### src/rtl/cdc_pulse_req_ctrl.sv
// cdc_pulse_req_ctrl
//
// Fast-domain request controller in front of a toggle-based fast-to-slow pulse
// synchronizer. Local request strobes are counted into a pending queue and
// issued one at a time as single-cycle pulses. The next pulse is held back
// until the previous one is acknowledged (ack returned through the slow-to-fast
// pulse synchronizer) or abandoned after TIMEOUT cycles. This keeps issued
// pulses further apart than the synchronizer round trip.
//
// Parameters:
//   CNT_W    width of the pending counter, max queued = 2^CNT_W-1
//   TIMEOUT  max cycles spent waiting for an ack (>= 2)
//   TO_W     timer width, 2^TO_W > TIMEOUT
//
// Ports:
//   clk        fast-domain clock, rising edge
//   rst_n      synchronous active-low reset
//   req_in     single-cycle request strobe, one request per high cycle
//   ack_in     single-cycle ack pulse from the return synchronizer
//   err_clr    clears the sticky err flag
//   req_pulse  single-cycle pulse toward the fast-to-slow synchronizer
//   busy       high while a request is in flight or queued
//   pending    queued, not-yet-issued requests
//   done       one-cycle pulse: issued request acknowledged
//   timeout    one-cycle pulse: issued request abandoned
//   overflow   one-cycle pulse: request dropped, counter saturated
//   err        sticky: timeout, overflow or spurious ack seen

module cdc_pulse_req_ctrl #(
    parameter int unsigned CNT_W   = 4,
    parameter int unsigned TIMEOUT = 64,
    parameter int unsigned TO_W    = 7
) (
    input  logic             clk,
    input  logic             rst_n,
    input  logic             req_in,
    input  logic             ack_in,
    input  logic             err_clr,
    output logic             req_pulse,
    output logic             busy,
    output logic [CNT_W-1:0] pending,
    output logic             done,
    output logic             timeout,
    output logic             overflow,
    output logic             err
);

    typedef enum logic [1:0] {
        StIdle,
        StSend,
        StWaitAck
    } state_e;

    localparam logic [TO_W-1:0] TimerLast = TO_W'(TIMEOUT - 1);

    state_e          state;
    logic [TO_W-1:0] timer;

    logic in_wait;
    logic dec;
    logic sat;
    logic inc;
    logic drop;
    logic expire;
    logic spurious;
    logic err_set;

    always_comb begin
        in_wait  = (state == StWaitAck);
        // The queued request is consumed on the SEND -> WAIT_ACK edge.
        dec      = (state == StSend);
        sat      = &pending;
        // At saturation a same-cycle decrement frees a slot, so the request fits.
        inc      = req_in && (!sat || dec);
        drop     = req_in && sat && !dec;
        // Ack wins over an expiring timer.
        expire   = in_wait && !ack_in && (timer == TimerLast);
        spurious = ack_in && !in_wait;
        err_set  = expire || drop || spurious;
    end

    assign busy = (state != StIdle) || (pending != '0);

    always_ff @(posedge clk) begin
        if (!rst_n) begin
            state     <= StIdle;
            timer     <= '0;
            pending   <= '0;
            req_pulse <= 1'b0;
            done      <= 1'b0;
            timeout   <= 1'b0;
            overflow  <= 1'b0;
            err       <= 1'b0;
        end else begin
            req_pulse <= 1'b0;
            done      <= 1'b0;
            timeout   <= 1'b0;
            overflow  <= drop;

            case (state)
                StIdle: begin
                    if (pending != '0) begin
                        state     <= StSend;
                        req_pulse <= 1'b1;
                    end
                end
                StSend: begin
                    state <= StWaitAck;
                    timer <= '0;
                end
                StWaitAck: begin
                    if (ack_in) begin
                        state <= StIdle;
                        done  <= 1'b1;
                    end else if (timer == TimerLast) begin
                        state   <= StIdle;
                        timeout <= 1'b1;
                    end else begin
                        timer <= timer + 1'b1;
                    end
                end
                default: begin
                    state <= StIdle;
                end
            endcase

            case ({inc, dec})
                2'b10:   pending <= pending + 1'b1;
                2'b01:   pending <= pending - 1'b1;
                default: pending <= pending;
            endcase

            // Set has priority over clear.
            if (err_set) begin
                err <= 1'b1;
            end else if (err_clr) begin
                err <= 1'b0;
            end
        end
    end

endmodule
### config.mk
export PLATFORM = sky130hd
export DESIGN_NAME = cdc_pulse_req_ctrl
export DESIGN_NICKNAME = d
export VERILOG_FILES = /design/src/rtl/cdc_pulse_req_ctrl.sv
export SDC_FILE = /design/constraint.sdc
export NUM_CORES = 1
export LEC_CHECK = 0
export CORE_UTILIZATION = 41
export CTS_CLUSTER_SIZE = 16
export DETAILED_ROUTE_END_ITERATION = 10
export PLACE_DENSITY = 0.71
export SLEW_MARGIN = 20
export SYNTH_ARGS = -nofsm -noshare
export SYNTH_HDL_FRONTEND = slang
export SYNTH_SLANG_ARGS = --single-unit
### constraint.sdc
create_clock -name clk -period 3 [get_ports clk]
set_clock_uncertainty 0.05 [all_clocks]
set_input_delay 0.6 -clock clk [delete_from_list [all_inputs] [get_ports clk]]
set_output_delay 0.6 -clock clk [all_outputs]
set_load 0.05 [all_outputs]
# Word level (Yosys, flattened, before mapping)
# Index checks and enable logic that the tools add are counted.
[totals] reg_bits=18 latchBits=0 ram_bits=0 romBits=0 memories=0
[op_classes] add_sub_neg=3 n_mul=0 div=0 magnitude_cmp=0 n_eq_ne=9 n_shift=0 n_mux=13 n_bitwise=2 reduce_logical=26
[op_table] operator="$mux 7" n=2
[op_table] operator="$pmux 7 s2" n=1
[op_table] operator="$pmux 4 s2" n=1
[op_table] operator="$reduce_bool 2->1" n=4
[op_table] operator="$add 7x1->7 const B" n=1
[op_table] operator="$eq 7x6->1 const B" n=1
[op_table] operator="$logic_and 1x1->1" n=6
[op_table] operator="$mux 2" n=3
[op_table] operator="$ne 2x2->1 const B" n=3
[op_table] operator="$pmux 2 s3" n=1
[op_table] operator="$reduce_and 2->1" n=3
[op_table] operator="$mux 1" n=5
[op_table] operator="$add 4x1->4 const B" n=1
[op_table] operator="$eq 2x1->1 const B" n=2
[op_table] operator="$eq 2x2->1 const B" n=2
[op_table] operator="$logic_not 1->1" n=4
[op_table] operator="$logic_or 1x1->1" n=4
[op_table] operator="$reduce_and 4->1" n=1
[op_table] operator="$reduce_bool 4->1" n=1
[op_table] operator="$sub 4x1->4 const B" n=1
[op_table] operator="$ne 3x2->1 const B" n=1
[op_table] operator="$reduce_and 3->1" n=1
[op_table] operator="$reduce_or 3->1" n=1
[op_table] operator="$logic_not 2->1" n=1
[op_table] operator="$not 1->1" n=2

# Depth between registers and ports, before layout
# Gate-level depths: netlist of run 1.
[logic_depth] ltp_word=6 ltp_mapped=7 mapped_depth_nobuf=7

# Worst setup path after synthesis of run 1
# Ideal clock, no wire load.
[synth_path] kind="register -> output" start="reg pending[1]" end="out busy" arrival_time_ns=1.534 required_time_ns=2.350 path_slack_ns=0.816 stages_incl_launch_ff=4 path_cell_list="dfxtp_1 > clkbuf_1 > nor4_1 > nand2_1"
[synth_via] elab_chain_cells=2
[synth_lines] element="from (decl)" line_no="41" text="output logic [CNT_W-1:0] pending,"
[synth_lines] element="from (signal assigned)" line_no="128" text="2'b10: pending <= pending + 1'b1;"
[synth_lines] element="from (signal assigned)" line_no="129" text="2'b01: pending <= pending - 1'b1;"
[synth_lines] element="from (signal assigned)" line_no="130" text="default: pending <= pending;"
[synth_lines] element="$reduce_bool 4->1" line_no="82" text="assign busy = (state != StIdle) || (pending != '0);"
[synth_lines] element="$logic_or 1x1->1" line_no="82"
[synth_lines] element="to (decl)" line_no="40" text="output logic busy,"
# Every way passes these cells.

# Final worst setup path of run 1
# Ends and elaborated chain as after synthesis.

==> flow_summary.json, run 1 <==
{
  "worstPathRequired_ns": 2.35,
  "firstDrtPassIters": 4,
  "cts_resized": 0,
  "drive_above_1_share": 0.0833,
  "max_freq_ghz": 0.363,
  "antenna_found_initial": 0,
  "final_nets": 116,
  "clockRootBuffer": "clkbuf_4",
  "p_leak_nw": 0.376,
  "grt_util_met3": 0.0308,
  "routed_wl_mm": 1.77,
  "die_h_um": 47.0,
  "ir_drop_uv": 648,
  "ioPinCount": 15,
  "num_rows": 15,
  "syn_to_final_growth_pct": 23.5,
  "postCtsSetupBuffers": 0,
  "synth_flop_cell": "dfxtp_1",
  "ys_seq_area_frac": 0.434,
  "synth.avg_cell_area_um2": 8.92,
  "synth.largest_area_cell": "dfxtp_1",
  "max-cap-violations": 0,
  "postRouteAntennaNets": 0,
  "die_w_um": 47.0,
  "slew_headroom": 0.555,
  "critPathKind": "flip-flop to primary output",
  "startpoint_type": "flip-flop",
  "cts_buffers": 3,
  "cts_tree": "done",
  "ys_top_cells_by_area": "dfxtp_1 (43%), a21oi_1 (4.2%), nand3_1 (3.6%), nor2_1 (3.6%), nand2_1 (3.2%)",
  "routedWlPerCell_um": 13.3,
  "netlist_area_um2": 830,
  "grt_usage": 0.184,
  "core_area_um2": 1800,
  "status": "complete, no violations",
  "htreeDepth": 1,
  "cts.clk_slew.worst_paths_ns": 0.11,
  "slew_violations": 0,
  "period_share": 0.917,
  "grt_pass1_vias": 643,
  "hp-start": "timer[5]$_SDFFE_PN0P_",
  "grt_max_degree": 13,
  "postSynthCellCount": 93,
  "worstPathArrival_ns": 2.10,
  "ys_seq_elements": 18,
  "cp-end-kind": "primary output",
  "hold_buffers": 0,
  "die-area_um2": 2210,
  "fin_crit_ns": 2.75,
  "grt.met2_usage": 0.294,
  "synth_cell_type_count": 36,
  "final_hold_viol_count": 0,
  "grt_pass1_wl_mm": 2.83,
  "yosys_warnings": 0,
  "drc": 0,
  "finalSetupTns_ns": 0,
  "gr-total-overflow": 0,
  "crit_path_max_fanout": 8,
  "power_density_nw_per_um2": 887,
  "place_congestion": 0.728,
  "avgViaCountPerCell": 5.71,
  "io_buffers": 14,
  "worst_slew_pin_slew_ns": 0.661,
  "globalRouteMet1Util": 0.236,
  "via_count": 760,
  "worstHoldPathType": "flip-flop to flip-flop",
  "critPathLaunch": "pending[1]$_SDFFE_PN0P_",
  "rsz0062_at_grt": "no",
  "clock-sinks": 18,
  "drt-initial-drc-count": 18,
  "layout_common_cells": "dfxtp_1 (18), clkdlybuf4s50_1 (14), nor2_1 (8), nand2_1 (7), a21oi_1 (7)",
  "final_common_cell": "dfxtp_1",
  "min_path_cells": 2,
  "clock_path_buffers": 2,
  "synth_top_area_frac": 0.434,
  "synth_edf_count": 0,
  "start_util": 0.460,
  "setup_violations": 0,
  "worst-r2r-cell-count": 5,
  "synth_nets": 100,
  "top_usage_layer": "met2",
  "async_reset_ff_frac": 0,
  "dp_hpwl_mm": 1.29,
  "finish.utilization": 0.569,
  "diodes": 0,
  "r2r-start": "timer[0]$_SDFFE_PN0P_",
  "clkLatencyLatePin_ns": 0.29
}
-- layer usage --
layer / share of wire / wire length [um] / vias up
met1: 0.48 / 851 / 360
met4: 0.0068 / 12 / 0
met2: 0.47 / 832 / 17
met3: 0.042 / 75 / 2
met5: 0 / 0 / -
li1: - / - / 381
-- worst max-delay path: stages, from the launching register on --
cell and delay [ns]:
dfxtp_1 0.40, nor4_1 0.59, nand2_1 0.09, clkdlybuf4s50_1 0.72
-- kinds of logic (layout without fill, tap and decap cells) --
group,count (synthesis),after routing,synth area share
AND/OR/NAND/NOR,43,43,0.293
AO/OA/AOI/OAI,21,21,0.181
flip-flops,18,18,0.434
buffers and inverters,6,21,0.0287
adder cells (fa/ha/maj),2,2,0.0302
XOR/XNOR,2,2,0.0211
multiplexers,1,1,0.0121
-- power by group --
| part | leakage, nW | switching, W | internal [W] |
|---|---|---|---|
| logic | 0.209 | 0.000273 | 0.000148 |
| clock network | 0.0210 | 0.0000742 | 0.0000739 |
| registers | 0.146 | 0.0000599 | 0.000281 |
-- registers in the layout (all words and copies together) (netlist names) --
register,flops
done,1
pending,4
timeout,1
timer,7
req_pulse,1
overflow,1
err,1
state,2
-- worst paths after layout --
check | to | slack [ns]
setup / recovery | busy | 0.25
hold / removal | timer[5]$_SDFFE_PN0P_ | 0.45
setup reg to reg | timer[0]$_SDFFE_PN0P_ | 1.21
hold reg to reg | timer[5]$_SDFFE_PN0P_ | 0.45
-- cell usage after synthesis, types with 2 or more instances --
cell type	count
o21a_1	2
o311ai_0	2
clkbuf_1	2
o21ai_0	3
nand3_1	6
dfxtp_1	18
or4_1	3
inv_1	3
nor2_1	8
nand2_1	7
ha_1	2
nor4_1	4
nand2b_1	2
nor3_1	3
a21oi_1	7
-- area by class of cell --
type	instances	area, um2
clock buffers	4	36.3
fillers	177	777
inverters	3	11.3
multi-input cells	69	445
flip-flops and latches	18	360
well taps	25	31.3
repair buffers	14	140
-- through the flow --
step / worst slack [ns] / area [um2] / power (W) / hold slack [ns] / std cells
2_1_floorplan: 0.816 / 830 / 0.000640 / 0.402 / 93
4_1_cts: 0.275 / 1020 / 0.000914 / 0.443 / 133
3_3_place_gp: 0.686 / 988 / 0.000753 / 0.419 / 129
5_1_grt: 0.138 / 1020 / 0.000964 / 0.477 / 133
3_5_place_dp: 0.606 / 988 / 0.000766 / 0.427 / 129
6_report: 0.249 / 1020 / 0.000909 / 0.448 / 133
Note: power is estimated with default switching activity, not from simulation.
==> run 2: changes to the inputs <==
--- a/config.mk
+++ b/config.mk
@@ -8,6 +8,7 @@
 export CORE_UTILIZATION = 41
 export CTS_CLUSTER_SIZE = 16
 export DETAILED_ROUTE_END_ITERATION = 10
+export MAX_ROUTING_LAYER = met4
 export PLACE_DENSITY = 0.71
 export SLEW_MARGIN = 20
 export SYNTH_ARGS = -nofsm -noshare
==> run 2 against run 1 <==
Compared with the run above:
- critical path depth did not move
- cell count did not move
- maximum frequency did not move
- power barely moved
- highest routed layer unchanged
- core utilization did not move
- worst setup slack did not move
- non-clock buffer count did not move
- design area did not move
- flip-flop and latch count did not move
- register-to-register slack barely moved
- clock power barely moved
- count of clock-buffer cells in the layout did not move
==> flow_summary.json, run 2 (synthesis results as in run 1) <==
{
  "status": "complete, no violations",
  "clkLatencyLatePin_ns": 0.29,
  "max_stage_delay_ns": 0.72,
  "cts.clk_slew.worst_paths_ns": 0.11,
  "cts_resized": 0,
  "via_count": 760,
  "gr-total-overflow": 0,
  "final_common_cell": "dfxtp_1",
  "period_share": 0.917,
  "core_area_um2": 1800,
  "path_delay_family": "buffers and inverters",
  "ioPinCount": 15,
  "die_h_um": 47.0,
  "hp-start": "timer[5]$_SDFFE_PN0P_",
  "start_util": 0.460,
  "r2r-start": "timer[0]$_SDFFE_PN0P_",
  "worstHoldPathType": "flip-flop to flip-flop",
  "die-area_um2": 2210,
  "cts_tree": "done",
  "cp_slowest_cell": "clkdlybuf4s50_1",
  "hold_buffers": 0,
  "critPathLaunch": "pending[1]$_SDFFE_PN0P_",
  "ir_drop_uv": 647,
  "slew_violations": 0,
  "max-cap-violations": 0,
  "final_nets": 116,
  "clockRootBuffer": "clkbuf_4",
  "cp-end-kind": "primary output",
  "io_buffers": 14,
  "place_congestion": 0.737,
  "syn_to_final_growth_pct": 23.5,
  "layout_common_cells": "dfxtp_1 (18), clkdlybuf4s50_1 (14), nor2_1 (8), nand2_1 (7), a21oi_1 (7)",
  "diodes": 0,
  "routedWlPerCell_um": 13.3,
  "hold_end": "timer[5]$_SDFFE_PN0P_",
  "postRouteAntennaNets": 0,
  "finalSetupTns_ns": 0,
  "fin_crit_ns": 2.75,
  "rsz0062_at_grt": "no",
  "cp.buffers_inverters": 1,
  "critPathKind": "flip-flop to primary output",
  "grt_pass1_wl_mm": 2.84,
  "setup_violations": 0,
  "p_total_w": 0.000909,
  "dp_hpwl_mm": 1.29,
  "drc": 0,
  "min_path_cells": 2,
  "power_density_nw_per_um2": 887,
  "startpoint_type": "flip-flop",
  "worstPathArrival_ns": 2.10,
  "clock_path_buffers": 2,
  "largest_reg_flops": 7,
  "rrSetupSlack_ns": 1.21,
  "postCtsSetupBuffers": 0,
  "clock-sinks": 18,
  "p_leak_nw": 0.376,
  "worst-r2r-cell-count": 5,
  "grt_pass1_vias": 643,
  "grt_usage": 0.190,
  "antenna_found_initial": 0,
  "routed_wl_mm": 1.77,
  "drt-initial-drc-count": 18,
  "crit_chain": "nor4_1 > nand2_1 > clkdlybuf4s50_1",
  "die_w_um": 47.0,
  "htreeDepth": 1,
  "max_freq_ghz": 0.363,
  "final_hold_viol_count": 0,
  "reg_top3": "timer: 7 flops, pending: 4 flops, state: 2 flops",
  "worst_slew_pin_slew_ns": 0.661,
  "regMostFlops": "timer",
  "crit_path_max_fanout": 8,
  "cts_buffers": 3,
  "drive_above_1_share": 0.0833,
  "slew_headroom": 0.555,
  "worstPathRequired_ns": 2.35,
  "num_rows": 15,
  "avgViaCountPerCell": 5.71,
  "firstDrtPassIters": 4,
  "timing.rr.end": "timer[0]$_SDFFE_PN0P_",
  "grt_max_degree": 13
}
-- run 2: cell counts in the layout (fill, tap and decap cells not counted) --
Identical to the previous run, type by type.
-- run 2: worst max path at each step --
| stage | cells after the start | endpoint | slack, ns |
|---|---|---|---|
| 4_1_cts | 3 | busy | 0.28 |
| 3_5_place_dp | 3 | busy | 0.61 |
| 2_1_floorplan | 3 | busy | 0.82 |
| 5_1_grt | 3 | busy | 0.14 |
| 3_3_place_gp | 3 | busy | 0.69 |
| 6_report | 3 | busy | 0.25 |
-- run 2: cell type report --
class | instances | area, um2
Inverter | 3 | 11.3
Fill cell | 177 | 777
Timing Repair Buffer | 14 | 140
Clock buffer | 4 | 36.3
Tap cell | 25 | 31.3
Sequential cell | 18 | 360
Multi-Input combinational cell | 69 | 445
-- run 2: report_power, final --
| part | switching, W | internal [W] | total [W] |
|---|---|---|---|
| Sequential | 0.0000594 | 0.000281 | 0.000340 |
| Combinational | 0.000273 | 0.000148 | 0.000420 |
| Clock | 0.0000741 | 0.0000739 | 0.000148 |
| Total | 0.000406 | 0.000503 | 0.000909 |
-- run 2: per-stage QoR --
stage	std cells	hold WS, ns	utilization	worst slack [ns]	area, um2
2_1_floorplan	93	0.402	-	0.816	830
3_3_place_gp	129	0.419	0.549	0.686	988
3_5_place_dp	129	0.427	0.549	0.606	988
4_1_cts	133	0.443	0.569	0.275	1020
5_1_grt	133	0.477	0.569	0.138	1020
6_report	133	0.448	0.569	0.249	1020
-- run 2: routing by layer --
metal | wire [um] | vias up | track usage
met1 | 845 | 361 | 0.239
met4 | 12 | 0 | 0.0971
met3 | 75 | 2 | 0.0308
met2 | 835 | 17 | 0.294
li1 | - | 380 | -
met5 | 0 | - | -
-- run 2: worst min-delay path, delay by kind of cell (launching register included) --
family	cells	cell delay (ns)
flops	1	0.34
compound gates	2	0.12
==> run 3: changes to the inputs <==
--- a/config.mk
+++ b/config.mk
@@ -6,6 +6,7 @@
 export NUM_CORES = 1
 export LEC_CHECK = 0
 export CORE_UTILIZATION = 41
+export CTS_BUF_LIST = sky130_fd_sc_hd__clkbuf_16
 export CTS_CLUSTER_SIZE = 16
 export DETAILED_ROUTE_END_ITERATION = 10
 export MAX_ROUTING_LAYER = met4
==> run 3 against run 2 <==
Compared with the run above:
- cell count unchanged
- critical path depth unchanged
- non-clock buffer count unchanged
- critical endpoint unchanged
- combinational power about the same
- clock power increased by 79%
- core utilization increased by 2.4 points
- sequential power about the same
- maximum frequency increased by 2.3%
- highest routed layer unchanged
- via count decreased by 1.3%
- sequential share of layout area decreased by 1.4 points
==> flow_summary.json, run 3 (synthesis results as in run 1) <==
{
  "slew_violations": 0,
  "die_w_um": 47.0,
  "avgViaCountPerCell": 5.64,
  "num-fill-cells": 172,
  "drive_above_1_share": 0.0741,
  "firstDrtPassIters": 4,
  "ioPinCount": 15,
  "p_total_w": 0.00103,
  "worstHoldPathType": "flip-flop to flip-flop",
  "die_h_um": 47.0,
  "worst-r2r-cell-count": 5,
  "routed_wl_mm": 1.80,
  "die-area_um2": 2210,
  "final_nets": 116,
  "drt-initial-drc-count": 15,
  "r2r-start": "timer[0]$_SDFFE_PN0P_",
  "cp-end-kind": "primary output",
  "crit_path_max_fanout": 7,
  "grt_max_degree": 13,
  "worstPathRequired_ns": 2.35,
  "cts_tree": "done",
  "rrSetupSlack_ns": 1.21,
  "globalRouteMet1Util": 0.246,
  "whs_ns": 0.437,
  "final_hold_viol_count": 0,
  "final_common_cell": "dfxtp_1",
  "finalSetupTns_ns": 0,
  "fin_cells": 133,
  "worst_slew_pin_slew_ns": 0.647,
  "seqCellArea_um2": 360,
  "grt.met2_usage": 0.294,
  "grt_pass1_wl_mm": 2.87,
  "htreeDepth": 1,
  "critPathKind": "flip-flop to primary output",
  "diodes": 0,
  "reg_top3": "timer: 7 flops, pending: 4 flops, state: 2 flops",
  "hold_end": "timer[5]$_SDFFE_PN0P_",
  "io_buffers": 14,
  "startpoint_type": "flip-flop",
  "clock_path_buffers": 2,
  "layout_common_cells": "dfxtp_1 (18), clkdlybuf4s50_1 (14), nor2_1 (8), nand2_1 (7), a21oi_1 (7)",
  "clockRootBuffer": "clkbuf_16",
  "max_freq_ghz": 0.372,
  "cts.clk_slew.worst_paths_ns": 0.05,
  "power_density_nw_per_um2": 963,
  "postRouteAntennaNets": 0,
  "rsz0062_at_grt": "no",
  "drc": 0,
  "postCtsSetupBuffers": 0,
  "grt_usage": 0.195,
  "regMostFlops": "timer",
  "top_usage_layer": "met2",
  "max-cap-violations": 0,
  "critPathLaunch": "pending[0]$_SDFFE_PN0P_",
  "hold_buffers": 0,
  "multiInputGateArea_um2": 445,
  "start_util": 0.460,
  "ir_drop_uv": 589,
  "clock-sinks": 18,
  "status": "complete, no violations",
  "slew_headroom": 0.565,
  "dp_hpwl_mm": 1.29,
  "antenna_found_initial": 0,
  "syn_to_final_growth_pct": 28.7,
  "cts_buffers": 3,
  "hp-start": "timer[5]$_SDFFE_PN0P_",
  "fin_crit_ns": 2.69,
  "dp.cells": 129,
  "routedWlPerCell_um": 13.5,
  "worstPathArrival_ns": 2.04,
  "dpl_cell_area_um2": 988,
  "clkLatencyLatePin_ns": 0.25,
  "place_congestion": 0.737,
  "p_leak_nw": 0.394,
  "gr-total-overflow": 0,
  "cts_resized": 0,
  "via_count": 750,
  "num_rows": 15,
  "timing.rr.end": "timer[0]$_SDFFE_PN0P_",
  "largest_reg_flops": 7,
  "min_path_cells": 2,
  "fin_area_um2": 1070,
  "setup_violations": 0,
  "period_share": 0.897,
  "grt_pass1_vias": 631,
  "grt_util_met3": 0.0385,
  "core_area_um2": 1800
}
[run 3: worst max-delay path by stage]
stage | to | slack, ns | cells past startpoint
4_1_cts | busy | 0.31 | 3
3_3_place_gp | busy | 0.69 | 3
2_1_floorplan | busy | 0.82 | 3
6_report | busy | 0.31 | 3
3_5_place_dp | busy | 0.61 | 3
5_1_grt | busy | 0.20 | 3
[run 3: area by class of cell]
| class | count | share of cell area |
|---|---|---|
| multi-input cells | 69 | 0.417 |
| flip-flops and latches | 18 | 0.338 |
| repair buffers | 14 | 0.131 |
| clock buffers | 3 | 0.0703 |
| well taps | 25 | 0.0293 |
| inverters | 3 | 0.0106 |
| clock inverters | 1 | 0.00352 |
[run 3: where the power goes]
| group | internal, W | switching (W) | total, W |
|---|---|---|---|
| Combinational | 0.000148 | 0.000273 | 0.000421 |
| Clock | 0.000177 | 0.0000879 | 0.000265 |
| Sequential | 0.000282 | 0.0000596 | 0.000341 |
| Total | 0.000607 | 0.000421 | 0.00103 |
[run 3: per-layer routing]
layer  part of all wire  vias up
met5                  0        -
met4              0.021        0
met3              0.037        5
met2               0.45       20
met1               0.49      350
li1                   -      375
[run 3: through the flow]
step	worst slack, ns	util
floorplan	0.816	-
global placement	0.686	0.549
detailed placement	0.606	0.549
CTS	0.309	0.592
global route	0.201	0.592
finish	0.310	0.592
[run 3: worst max-delay path: stages, from the launching register on]
cell and delay, ns:
dfxtp_1 0.37, nor4_1 0.60, nand2_1 0.10, clkdlybuf4s50_1 0.72
